**config.mk**
```make
export PLATFORM = sky130hd
export DESIGN_NAME = fwd_hazard_ctrl_flat
export DESIGN_NICKNAME = d
export VERILOG_FILES = /design/src/rtl/fwd_hazard_ctrl_if.sv /design/src/rtl/fwd_hazard_ctrl.sv /design/src/flat_wrapper.sv
export SDC_FILE = /design/constraint.sdc
export NUM_CORES = 1
export LEC_CHECK = 0
export BUFFER_PORTS_ARGS = -buffer_cell sky130_fd_sc_hd__buf_2
export CAP_MARGIN = 0
export CORE_UTILIZATION = 49
export DETAILED_ROUTE_END_ITERATION = 12
export GPL_ROUTABILITY_DRIVEN = 1
export PLACE_DENSITY = 0.73
export SYNTH_ARGS = -nofsm -noshare
export SYNTH_HDL_FRONTEND = slang
export SYNTH_SLANG_ARGS = --single-unit
```
**constraint.sdc**
```tcl
create_clock -name clk -period 2.6 [get_ports clk]
set_clock_uncertainty 0.05 [all_clocks]
set_input_delay 0.26 -clock clk [delete_from_list [all_inputs] [get_ports clk]]
set_output_delay 0.26 -clock clk [all_outputs]
set_load 0.02 [all_outputs]
```
**src/rtl/fwd_hazard_ctrl_if.sv**
```systemverilog
// fwd_hazard_ctrl_if: ID-stage hazard fields toward the controller,
// forwarding selects and stall information back to the pipeline.
interface fwd_hazard_ctrl_if #(
    parameter int REG_AW = 5,
    parameter int CNT_W  = 16
);
    logic              id_valid;
    logic [REG_AW-1:0] id_rs1;
    logic [REG_AW-1:0] id_rs2;
    logic              id_use_rs1;
    logic              id_use_rs2;
    logic [REG_AW-1:0] id_rd;
    logic              id_reg_write;
    logic              id_mem_read;
    logic              flush;
    logic [1:0]        fwd_a_sel;
    logic [1:0]        fwd_b_sel;
    logic              stall;
    logic [CNT_W-1:0]  stall_count;

    modport master (
        output id_valid, id_rs1, id_rs2, id_use_rs1, id_use_rs2, id_rd, id_reg_write, id_mem_read, flush,
        input  fwd_a_sel, fwd_b_sel, stall, stall_count
    );
    modport slave (
        input  id_valid, id_rs1, id_rs2, id_use_rs1, id_use_rs2, id_rd, id_reg_write, id_mem_read, flush,
        output fwd_a_sel, fwd_b_sel, stall, stall_count
    );
endinterface

```
**src/rtl/fwd_hazard_ctrl.sv**
```systemverilog
// fwd_hazard_ctrl: EX operand forwarding selects, load-use stall and a
// saturating stall counter, tracking only register indices of in-flight ops.
module fwd_hazard_ctrl #(
    parameter int REG_AW = 5,
    parameter int CNT_W  = 16
) (
    input logic              clk,
    input logic              rst,
    fwd_hazard_ctrl_if.slave bus
);
    // Slot flags are stored already qualified as writers (valid, reg_write, rd != 0).
    // The W2 slot needs no storage: select 11 is decided while its entry sits in WB.
    logic              ex_wr, ex_ld, mem_wr, wb_wr, take;
    logic [REG_AW-1:0] ex_rd, mem_rd, wb_rd;
    logic [1:0]        sel_a, sel_b;

    assign bus.stall = bus.id_valid & ~bus.flush & ex_wr & ex_ld &
                       ((bus.id_use_rs1 & (bus.id_rs1 == ex_rd)) | (bus.id_use_rs2 & (bus.id_rs2 == ex_rd)));
    assign take = bus.id_valid & ~bus.stall & ~bus.flush;

    always_comb begin
        sel_a = ~bus.id_use_rs1 ? 2'b00 :
                (ex_wr & ~ex_ld & (bus.id_rs1 == ex_rd)) ? 2'b01 :
                (mem_wr & (bus.id_rs1 == mem_rd)) ? 2'b10 :
                (wb_wr & (bus.id_rs1 == wb_rd)) ? 2'b11 : 2'b00;
        sel_b = ~bus.id_use_rs2 ? 2'b00 :
                (ex_wr & ~ex_ld & (bus.id_rs2 == ex_rd)) ? 2'b01 :
                (mem_wr & (bus.id_rs2 == mem_rd)) ? 2'b10 :
                (wb_wr & (bus.id_rs2 == wb_rd)) ? 2'b11 : 2'b00;
    end

    always_ff @(posedge clk or posedge rst) begin
        if (rst) begin
            ex_wr           <= 1'b0;
            ex_ld           <= 1'b0;
            ex_rd           <= '0;
            mem_wr          <= 1'b0;
            mem_rd          <= '0;
            wb_wr           <= 1'b0;
            wb_rd           <= '0;
            bus.fwd_a_sel   <= 2'b00;
            bus.fwd_b_sel   <= 2'b00;
            bus.stall_count <= '0;
        end else begin
            ex_wr         <= take & bus.id_reg_write & (|bus.id_rd);
            ex_ld         <= take & bus.id_mem_read;
            ex_rd         <= bus.id_rd;
            mem_wr        <= ex_wr;
            mem_rd        <= ex_rd;
            wb_wr         <= mem_wr;
            wb_rd         <= mem_rd;
            bus.fwd_a_sel <= take ? sel_a : 2'b00;
            bus.fwd_b_sel <= take ? sel_b : 2'b00;
            if (bus.stall && !(&bus.stall_count))
                bus.stall_count <= bus.stall_count + 1'b1;
        end
    end
endmodule

```
**src/flat_wrapper.sv**
```systemverilog
// flat-port wrapper written by rule: the top's interface ports become plain ports
module fwd_hazard_ctrl_flat 
#(
    parameter int REG_AW = 5,
    parameter int CNT_W  = 16
)
  (clk, rst, bus_id_valid, bus_id_rs1, bus_id_rs2, bus_id_use_rs1, bus_id_use_rs2, bus_id_rd, bus_id_reg_write, bus_id_mem_read, bus_flush, bus_fwd_a_sel, bus_fwd_b_sel, bus_stall, bus_stall_count);
  fwd_hazard_ctrl_if #(.REG_AW(REG_AW), .CNT_W(CNT_W)) bus_i ();
  input logic clk;
  input logic rst;
  input wire logic [$bits(bus_i.id_valid)-1:0] bus_id_valid;
  input wire logic [$bits(bus_i.id_rs1)-1:0] bus_id_rs1;
  input wire logic [$bits(bus_i.id_rs2)-1:0] bus_id_rs2;
  input wire logic [$bits(bus_i.id_use_rs1)-1:0] bus_id_use_rs1;
  input wire logic [$bits(bus_i.id_use_rs2)-1:0] bus_id_use_rs2;
  input wire logic [$bits(bus_i.id_rd)-1:0] bus_id_rd;
  input wire logic [$bits(bus_i.id_reg_write)-1:0] bus_id_reg_write;
  input wire logic [$bits(bus_i.id_mem_read)-1:0] bus_id_mem_read;
  input wire logic [$bits(bus_i.flush)-1:0] bus_flush;
  output wire logic [$bits(bus_i.fwd_a_sel)-1:0] bus_fwd_a_sel;
  output wire logic [$bits(bus_i.fwd_b_sel)-1:0] bus_fwd_b_sel;
  output wire logic [$bits(bus_i.stall)-1:0] bus_stall;
  output wire logic [$bits(bus_i.stall_count)-1:0] bus_stall_count;
  assign bus_i.id_valid = bus_id_valid;
  assign bus_i.id_rs1 = bus_id_rs1;
  assign bus_i.id_rs2 = bus_id_rs2;
  assign bus_i.id_use_rs1 = bus_id_use_rs1;
  assign bus_i.id_use_rs2 = bus_id_use_rs2;
  assign bus_i.id_rd = bus_id_rd;
  assign bus_i.id_reg_write = bus_id_reg_write;
  assign bus_i.id_mem_read = bus_id_mem_read;
  assign bus_i.flush = bus_flush;
  assign bus_fwd_a_sel = bus_i.fwd_a_sel;
  assign bus_fwd_b_sel = bus_i.fwd_b_sel;
  assign bus_stall = bus_i.stall;
  assign bus_stall_count = bus_i.stall_count;
  fwd_hazard_ctrl #(.REG_AW(REG_AW), .CNT_W(CNT_W)) u_core (.clk(clk), .rst(rst), .bus(bus_i));
endmodule
```
==> impl_metrics.env, run 1 <==
export IMPL_die_area_sq_um=4320
export IMPL_synth_top_area_cell="dfrtp_1"
export IMPL_clkTransAtPathRegs_ns=0.07
export IMPL_firstDrtPassIters=4
export IMPL_use_met3_pct=5.90
export IMPL_async_flop_share_pct=100
export IMPL_power_leakage_nw=1.13
export IMPL_ys_ff_latch=39
export IMPL_synth_common_cells="dfrtp_1, xor2_1, nand2_1"
export IMPL_slew_limit_headroom_pct=67.8
export IMPL_synth_most_common_cell="dfrtp_1"
export IMPL_viasPerCell=5.17
export IMPL_syn_avg_cell_area_sq_um=11.6
export IMPL_wl_per_cell_microns=14.4
export IMPL_grt_setup_unrepaired="no"
export IMPL_cts_setup_buffers=0
export IMPL_drt_iter0_markers=97
export IMPL_antenna_found_initial=0
export IMPL_required_ns=2.29
export IMPL_fmax_mhz=413
export IMPL_ant_nets=0
export IMPL_ys_flop_type="dfrtp_1"
export IMPL_syn_inst=172
export IMPL_grt_util_met2_pct=29.5
export IMPL_crit_type="reg2out"
export IMPL_crit_family="compound AO/OA/AOI/OAI gates"
export IMPL_cts_tree="done"
export IMPL_floorplan_initialDensity_pct=52.8
export IMPL_core_sq_um=3770
export IMPL_nFillCells=294
export IMPL_postCtsHoldBufs=0
export IMPL_cp_slowest_cell="dfrtp_1"
export IMPL_busiest_layer="met2"
export IMPL_run_status="finished clean"
export IMPL_via_count=1407
export IMPL_drc=0
export IMPL_clk_latency_ns=0.29
export IMPL_gr_usage_all_layers_pct=20.3
export IMPL_min_period_over_period_pct=93.1
export IMPL_setup_violations=0
export IMPL_cts_root_buf="clkbuf_8"
export IMPL_synth_edf_count=0
export IMPL_grtUsageMet1_pct=29.3
export IMPL_area_growth_pct=18.7
export IMPL_num_antenna_cells=0
export IMPL_synth_cell_type_count=35
export IMPL_place_hpwl_mm=2.98
export IMPL_ys_seq_area_share_pct=49.1
export IMPL_final_min_clock_period_ns=2.42
export IMPL_final_max_slew_viol_count=0
export IMPL_cts_buffers=5
export IMPL_critPathBufInv=2
export IMPL_cpPeakStageDelay_ns=0.41
export IMPL_tightestPinTransition_ns=0.484
export IMPL_setup_worst_path_end_class="output port"
export IMPL_overflow=0
export IMPL_port_buffers=43
export IMPL_syn_num_nets=196
export IMPL_syn_cell_area_sq_um=1990
export IMPL_grt_pass1_wl_mm=6.50
export IMPL_critical_path_cell_chain="nor2b_1 -> a2111oi_4 -> nand4_1 -> a21o_2 -> inv_1 -> buf_2"
export IMPL_fp_dieH_microns=65.7
export IMPL_max_cap_viol_count=0
export IMPL_clk_path_buf_depth=2
export IMPL_setup_worst_path_start_class="flop"
export IMPL_row_count=22
export IMPL_hold_path_class="in2async"
export IMPL_gp_congestion=0.801
export IMPL_p_per_area_nw_per_um2=498
export IMPL_peakVddDrop_mv=0.294
export IMPL_critPathArrivalTime_ns=2.11
export IMPL_synth_top_area_share_pct=49.1
export IMPL_fin_total_pwr_mw=1.18
export IMPL_finish_utilization_pct=62.6
export IMPL_synth_area_leaders="dfrtp_1, xor2_1, nor4_4, xnor2_1, nor2b_1"
export IMPL_hold_violations=0
export IMPL_fin_setup_tns_ns=0
export IMPL_postCtsResizedCells=0
export IMPL_fin_nets=247
export IMPL_grt_pass1_vias=1389
export IMPL_drt_wl_total_mm=3.92
export IMPL_clock_sinks=39
export IMPL_crit_fanout=13
export IMPL_cts_max_level=2
export IMPL_io_pins=44
export IMPL_grt_max_degree=40
export IMPL_yosys_warnings=0
export IMPL_layout_drive_gt1_share_pct=31.3
export IMPL_die_x_microns=65.7
-- layout by cell type (no fill, tap or decap), types with 2 or more instances in the layout --
cell,n
nor3_1,4
nor3_2,5
buf_2,43
buf_4,4
nand4_1,4
xnor2_1,7
nor4_4,3
inv_1,5
nor4_1,6
nand2_1,11
nor2_1,8
nand2b_1,6
and3_1,3
dfrtp_1,39
o2111a_1,2
a21oi_1,2
nor2b_1,9
mux2_2,2
clkbuf_8,7
nand3_1,10
xor2_1,28
or2b_1,2
-- metrics by stage --
stage               cell area [sq um]  cells  hold WS [ns]  setup WS (ns)
finish                           2360    272        0.0247          0.179
global route                     2360    272        0.0274         0.0566
CTS                              2360    272        0.0321         0.0888
detailed placement               2260    264         0.313          0.354
global placement                 2260    264         0.311          0.420
floorplan                        1990    172         0.241          0.633
-- path summary, 6_finish.rpt --
kind                       cells after the start                       from                                      to  slack [ns]
min reg2reg                                    0  u_core.ex_rd[2]$_DFF_PP0_              u_core.mem_rd[2]$_DFF_PP0_        0.33
min in group clk                               1               bus_id_rd[1]               u_core.ex_rd[1]$_DFF_PP0_        0.04
max in group asynchronous                      3                        rst       u_core.bus.fwd_b_sel[0]$_DFF_PP0_        2.14
max                                            6  u_core.ex_rd[0]$_DFF_PP0_                               bus_stall        0.18
min                                            3                        rst              u_core.mem_rd[1]$_DFF_PP0_        0.02
max reg2reg                                    6  u_core.ex_rd[0]$_DFF_PP0_  u_core.bus.stall_count[14]$_DFFE_PP0P_        0.42
-- metal layers --
| layer | vias to the layer above | routed length [microns] |
|---|---|---|
| met5 | - | 0 |
| met4 | 0 | 49 |
| met3 | 6 | 218 |
| met2 | 45 | 1690 |
| met1 | 664 | 1960 |
| li1 | 692 | - |
-- where the power goes --
part           switching [mW]  internal (mW)  total [mW]
registers              0.0136          0.621       0.635
logic                  0.0551         0.0451       0.100
clock network           0.200          0.242       0.442
-- flip-flops by register name, indices dropped and copies added, names as in the netlist --
name / count
u_core.bus.fwd_b_sel: 2
u_core.ex_ld: 1
u_core.ex_rd: 5
u_core.ex_wr: 1
u_core.wb_wr: 1
u_core.mem_rd: 5
u_core.bus.fwd_a_sel: 2
u_core.wb_rd: 5
u_core.mem_wr: 1
u_core.bus.stall_count: 16
-- worst register-to-register path, stage by stage, from the launching register on --
cell,delay [ns]
dfrtp_1,0.41
nor2b_1,0.17
a2111oi_4,0.36
nand4_1,0.14
a21o_2,0.35
nor3_1,0.24
mux2_1,0.34
-- cell families (layout without fill, tap and decap cells) --
kind of cell	count (synthesis)	count (layout)	share of synthesized area (%)
AO/OA/AOI/OAI	8	8	4.53
XOR/XNOR	35	35	15.4
adder cells (fa/ha/maj)	1	1	0.629
buffers and inverters	8	60	2.64
flip-flops	39	39	49.1
multiplexers	3	3	1.70
AND/OR/NAND/NOR	78	78	26.0
-- area by class of cell --
cell class	instances	area, sq um	area share, %
Timing Repair Buffer	47	245	10.4
Tap cell	48	60.1	2.54
Sequential cell	39	976	41.3
Multi-Input combinational cell	125	962	40.7
Clock buffer	8	100	4.24
Inverter	5	18.8	0.794
Note: power is estimated with default switching activity, not from simulation.
==> inputs of run 2 (changes only) <==
--- a/config.mk
+++ b/config.mk
@@ -7,10 +7,12 @@
 export LEC_CHECK = 0
 export BUFFER_PORTS_ARGS = -buffer_cell sky130_fd_sc_hd__buf_2
 export CAP_MARGIN = 0
-export CORE_UTILIZATION = 49
+export CELL_PAD_IN_SITES_DETAIL_PLACEMENT = 0
+export CELL_PAD_IN_SITES_GLOBAL_PLACEMENT = 1
+export CORE_UTILIZATION = 42
 export DETAILED_ROUTE_END_ITERATION = 12
 export GPL_ROUTABILITY_DRIVEN = 1
-export PLACE_DENSITY = 0.73
+export PLACE_DENSITY_LB_ADDON = 0.1
 export SYNTH_ARGS = -nofsm -noshare
 export SYNTH_HDL_FRONTEND = slang
 export SYNTH_SLANG_ARGS = --single-unit
==> run 2 against run 1 <==
The run now ends with design-rule violations left. Clock power rose by 2%. Final cell count rose by 1.8%. Sequential power barely moved. Fmax rose by 1.8%. Register-to-register slack barely moved. Sequential cell count did not move. Non-clock buffer count rose by 1. Critical path type unchanged. Largest cell class unchanged.
==> impl_metrics.env, run 2 (same netlist as run 1, synthesis figures left out) <==
export IMPL_required_ns=2.29
export IMPL_area_growth_pct=20.0
export IMPL_clock_sinks=39
export IMPL_via_count=1441
export IMPL_fp_dieH_microns=70.8
export IMPL_grt_setup_unrepaired="no"
export IMPL_internal_power_uw=910
export IMPL_crit_fanout=12
export IMPL_design_area_sq_um=2390
export IMPL_power_leakage_nw=1.13
export IMPL_fin_setup_tns_ns=0
export IMPL_firstDrtPassIters=8
export IMPL_row_count=24
export IMPL_cts_setup_buffers=0
export IMPL_hold_path_class="in2async"
export IMPL_setup_worst_path_start_class="flop"
export IMPL_seqPwrFrac_pct=53.5
export IMPL_largest_reg_flops=16
export IMPL_core_sq_um=4440
export IMPL_tightestPinTransition_ns=0.497
export IMPL_place_inst=269
export IMPL_worst_r2r_cell_count=6
export IMPL_wl_per_cell_microns=14.9
export IMPL_hold_violations=0
export IMPL_switching_power_uw=277
export IMPL_grt_max_degree=40
export IMPL_setup_violations=0
export IMPL_gp_congestion=0.819
export IMPL_placed_area_sq_um=2270
export IMPL_min_period_over_period_pct=91.5
export IMPL_cts_buffers=5
export IMPL_regMostFlops="u_core.bus.stall_count"
export IMPL_nFillCells=417
export IMPL_grt_pass1_wl_mm=7.20
export IMPL_final_max_slew_viol_count=0
export IMPL_crit_type="reg2out"
export IMPL_clk_latency_ns=0.29
export IMPL_p_per_area_nw_per_um2=497
export IMPL_clockPowerShare_pct=37.9
export IMPL_clk_path_buf_depth=2
export IMPL_cts_tree="done"
export IMPL_mostFrequentLayoutCells="buf_2, dfrtp_1, xor2_1"
export IMPL_drc=8
export IMPL_postCtsHoldBufs=0
export IMPL_port_buffers=43
export IMPL_fin_cells=277
export IMPL_peakVddDrop_mv=0.238
export IMPL_floorplan_initialDensity_pct=44.8
export IMPL_max_cap_viol_count=0
export IMPL_multi_input_area_sq_um=975
export IMPL_final_min_clock_period_ns=2.38
export IMPL_setup_worst_path_end_class="output port"
export IMPL_viasPerCell=5.20
export IMPL_finish_utilization_pct=53.7
export IMPL_die_x_microns=70.8
export IMPL_grt_pass1_vias=1490
export IMPL_gr_usage_all_layers_pct=18.6
export IMPL_critPathArrivalTime_ns=2.07
export IMPL_postCtsResizedCells=0
export IMPL_cts_max_level=2
export IMPL_run_status="finished with violations"
export IMPL_antenna_found_initial=0
export IMPL_overflow=0
export IMPL_fin_nets=248
export IMPL_drt_wl_total_mm=4.13
export IMPL_combPwrFrac_pct=8.7
export IMPL_fmax_mhz=420
export IMPL_cts_root_buf="clkbuf_8"
export IMPL_mostFrequentLayoutCell="buf_2"
export IMPL_fin_total_pwr_mw=1.19
export IMPL_drt_iter0_markers=57
export IMPL_ant_nets=0
export IMPL_slew_limit_headroom_pct=66.9
export IMPL_netSwitchingFraction_pct=23.4
export IMPL_io_pins=44
export IMPL_layout_drive_gt1_share_pct=31.6
export IMPL_clkTransAtPathRegs_ns=0.08
export IMPL_seqCellArea_sq_um=976
export IMPL_num_antenna_cells=0
export IMPL_die_area_sq_um=5020
export IMPL_violations="design-rule violations"
export IMPL_place_hpwl_mm=3.23
run 2: cell count changes in the layout (fill, tap and decap cells not counted):
cell,change
buf_4,+1
a2111oi_4,+1
a2111oi_2,-1
run 2: worst max-delay path, cell delays in order, from the launching register on:
cell and delay (ns):
dfrtp_1 0.41, nor2b_1 0.17, a2111oi_4 0.35, nand4_1 0.14, a21o_2 0.34, inv_1 0.19
buf_2 0.19
run 2: worst paths after layout:
| path | to | slack [ns] | start |
|---|---|---|---|
| max | bus_stall | 0.22 | u_core.ex_rd[0]$_DFF_PP0_ |
| min | u_core.mem_rd[4]$_DFF_PP0_ | 0.03 | rst |
| max reg2reg | u_core.bus.stall_count[14]$_DFFE_PP0P_ | 0.43 | u_core.ex_rd[0]$_DFF_PP0_ |
| min reg2reg | u_core.mem_rd[2]$_DFF_PP0_ | 0.32 | u_core.ex_rd[2]$_DFF_PP0_ |
| max in group asynchronous | u_core.bus.stall_count[8]$_DFFE_PP0P_ | 2.13 | rst |
| min in group clk | u_core.ex_rd[2]$_DFF_PP0_ | 0.04 | bus_id_rd[2] |
run 2: power groups by stage:
stage          combinational (mW)  sequential [mW]  clock, mW
4_1_cts                     0.103            0.635      0.457
2_1_floorplan              0.0577            0.644          0
6_report                    0.103            0.635      0.450
3_3_place_gp               0.0998            0.646          0
5_1_grt                     0.115            0.637      0.490
3_5_place_dp                0.102            0.647          0
run 2: through the flow:
| step | setup slack (ns) | hold WS [ns] |
|---|---|---|
| after floorplan | 0.633 | 0.241 |
| after global placement | 0.450 | 0.314 |
| after detailed placement | 0.335 | 0.313 |
| after CTS | 0.0973 | 0.0354 |
| after global routing | 0.0629 | 0.0275 |
| final | 0.221 | 0.0281 |
run 2: routing by layer:
metal / GRT usage [%] / vias to the layer above / part of all wire, %
li1: - / 696 / -
met1: 25.2 / 700 / 48
met2: 29.9 / 39 / 46
met3: 4.56 / 6 / 4.4
met4: 5.33 / 0 / 0.97
met5: 0 / - / 0
run 2: cell type report:
cell class | count | area share [%]
clock buffers | 8 | 4.19
flip-flops and latches | 39 | 40.9
well taps | 52 | 2.73
repair buffers | 48 | 10.6
multi-input cells | 125 | 40.8
inverters | 5 | 0.786
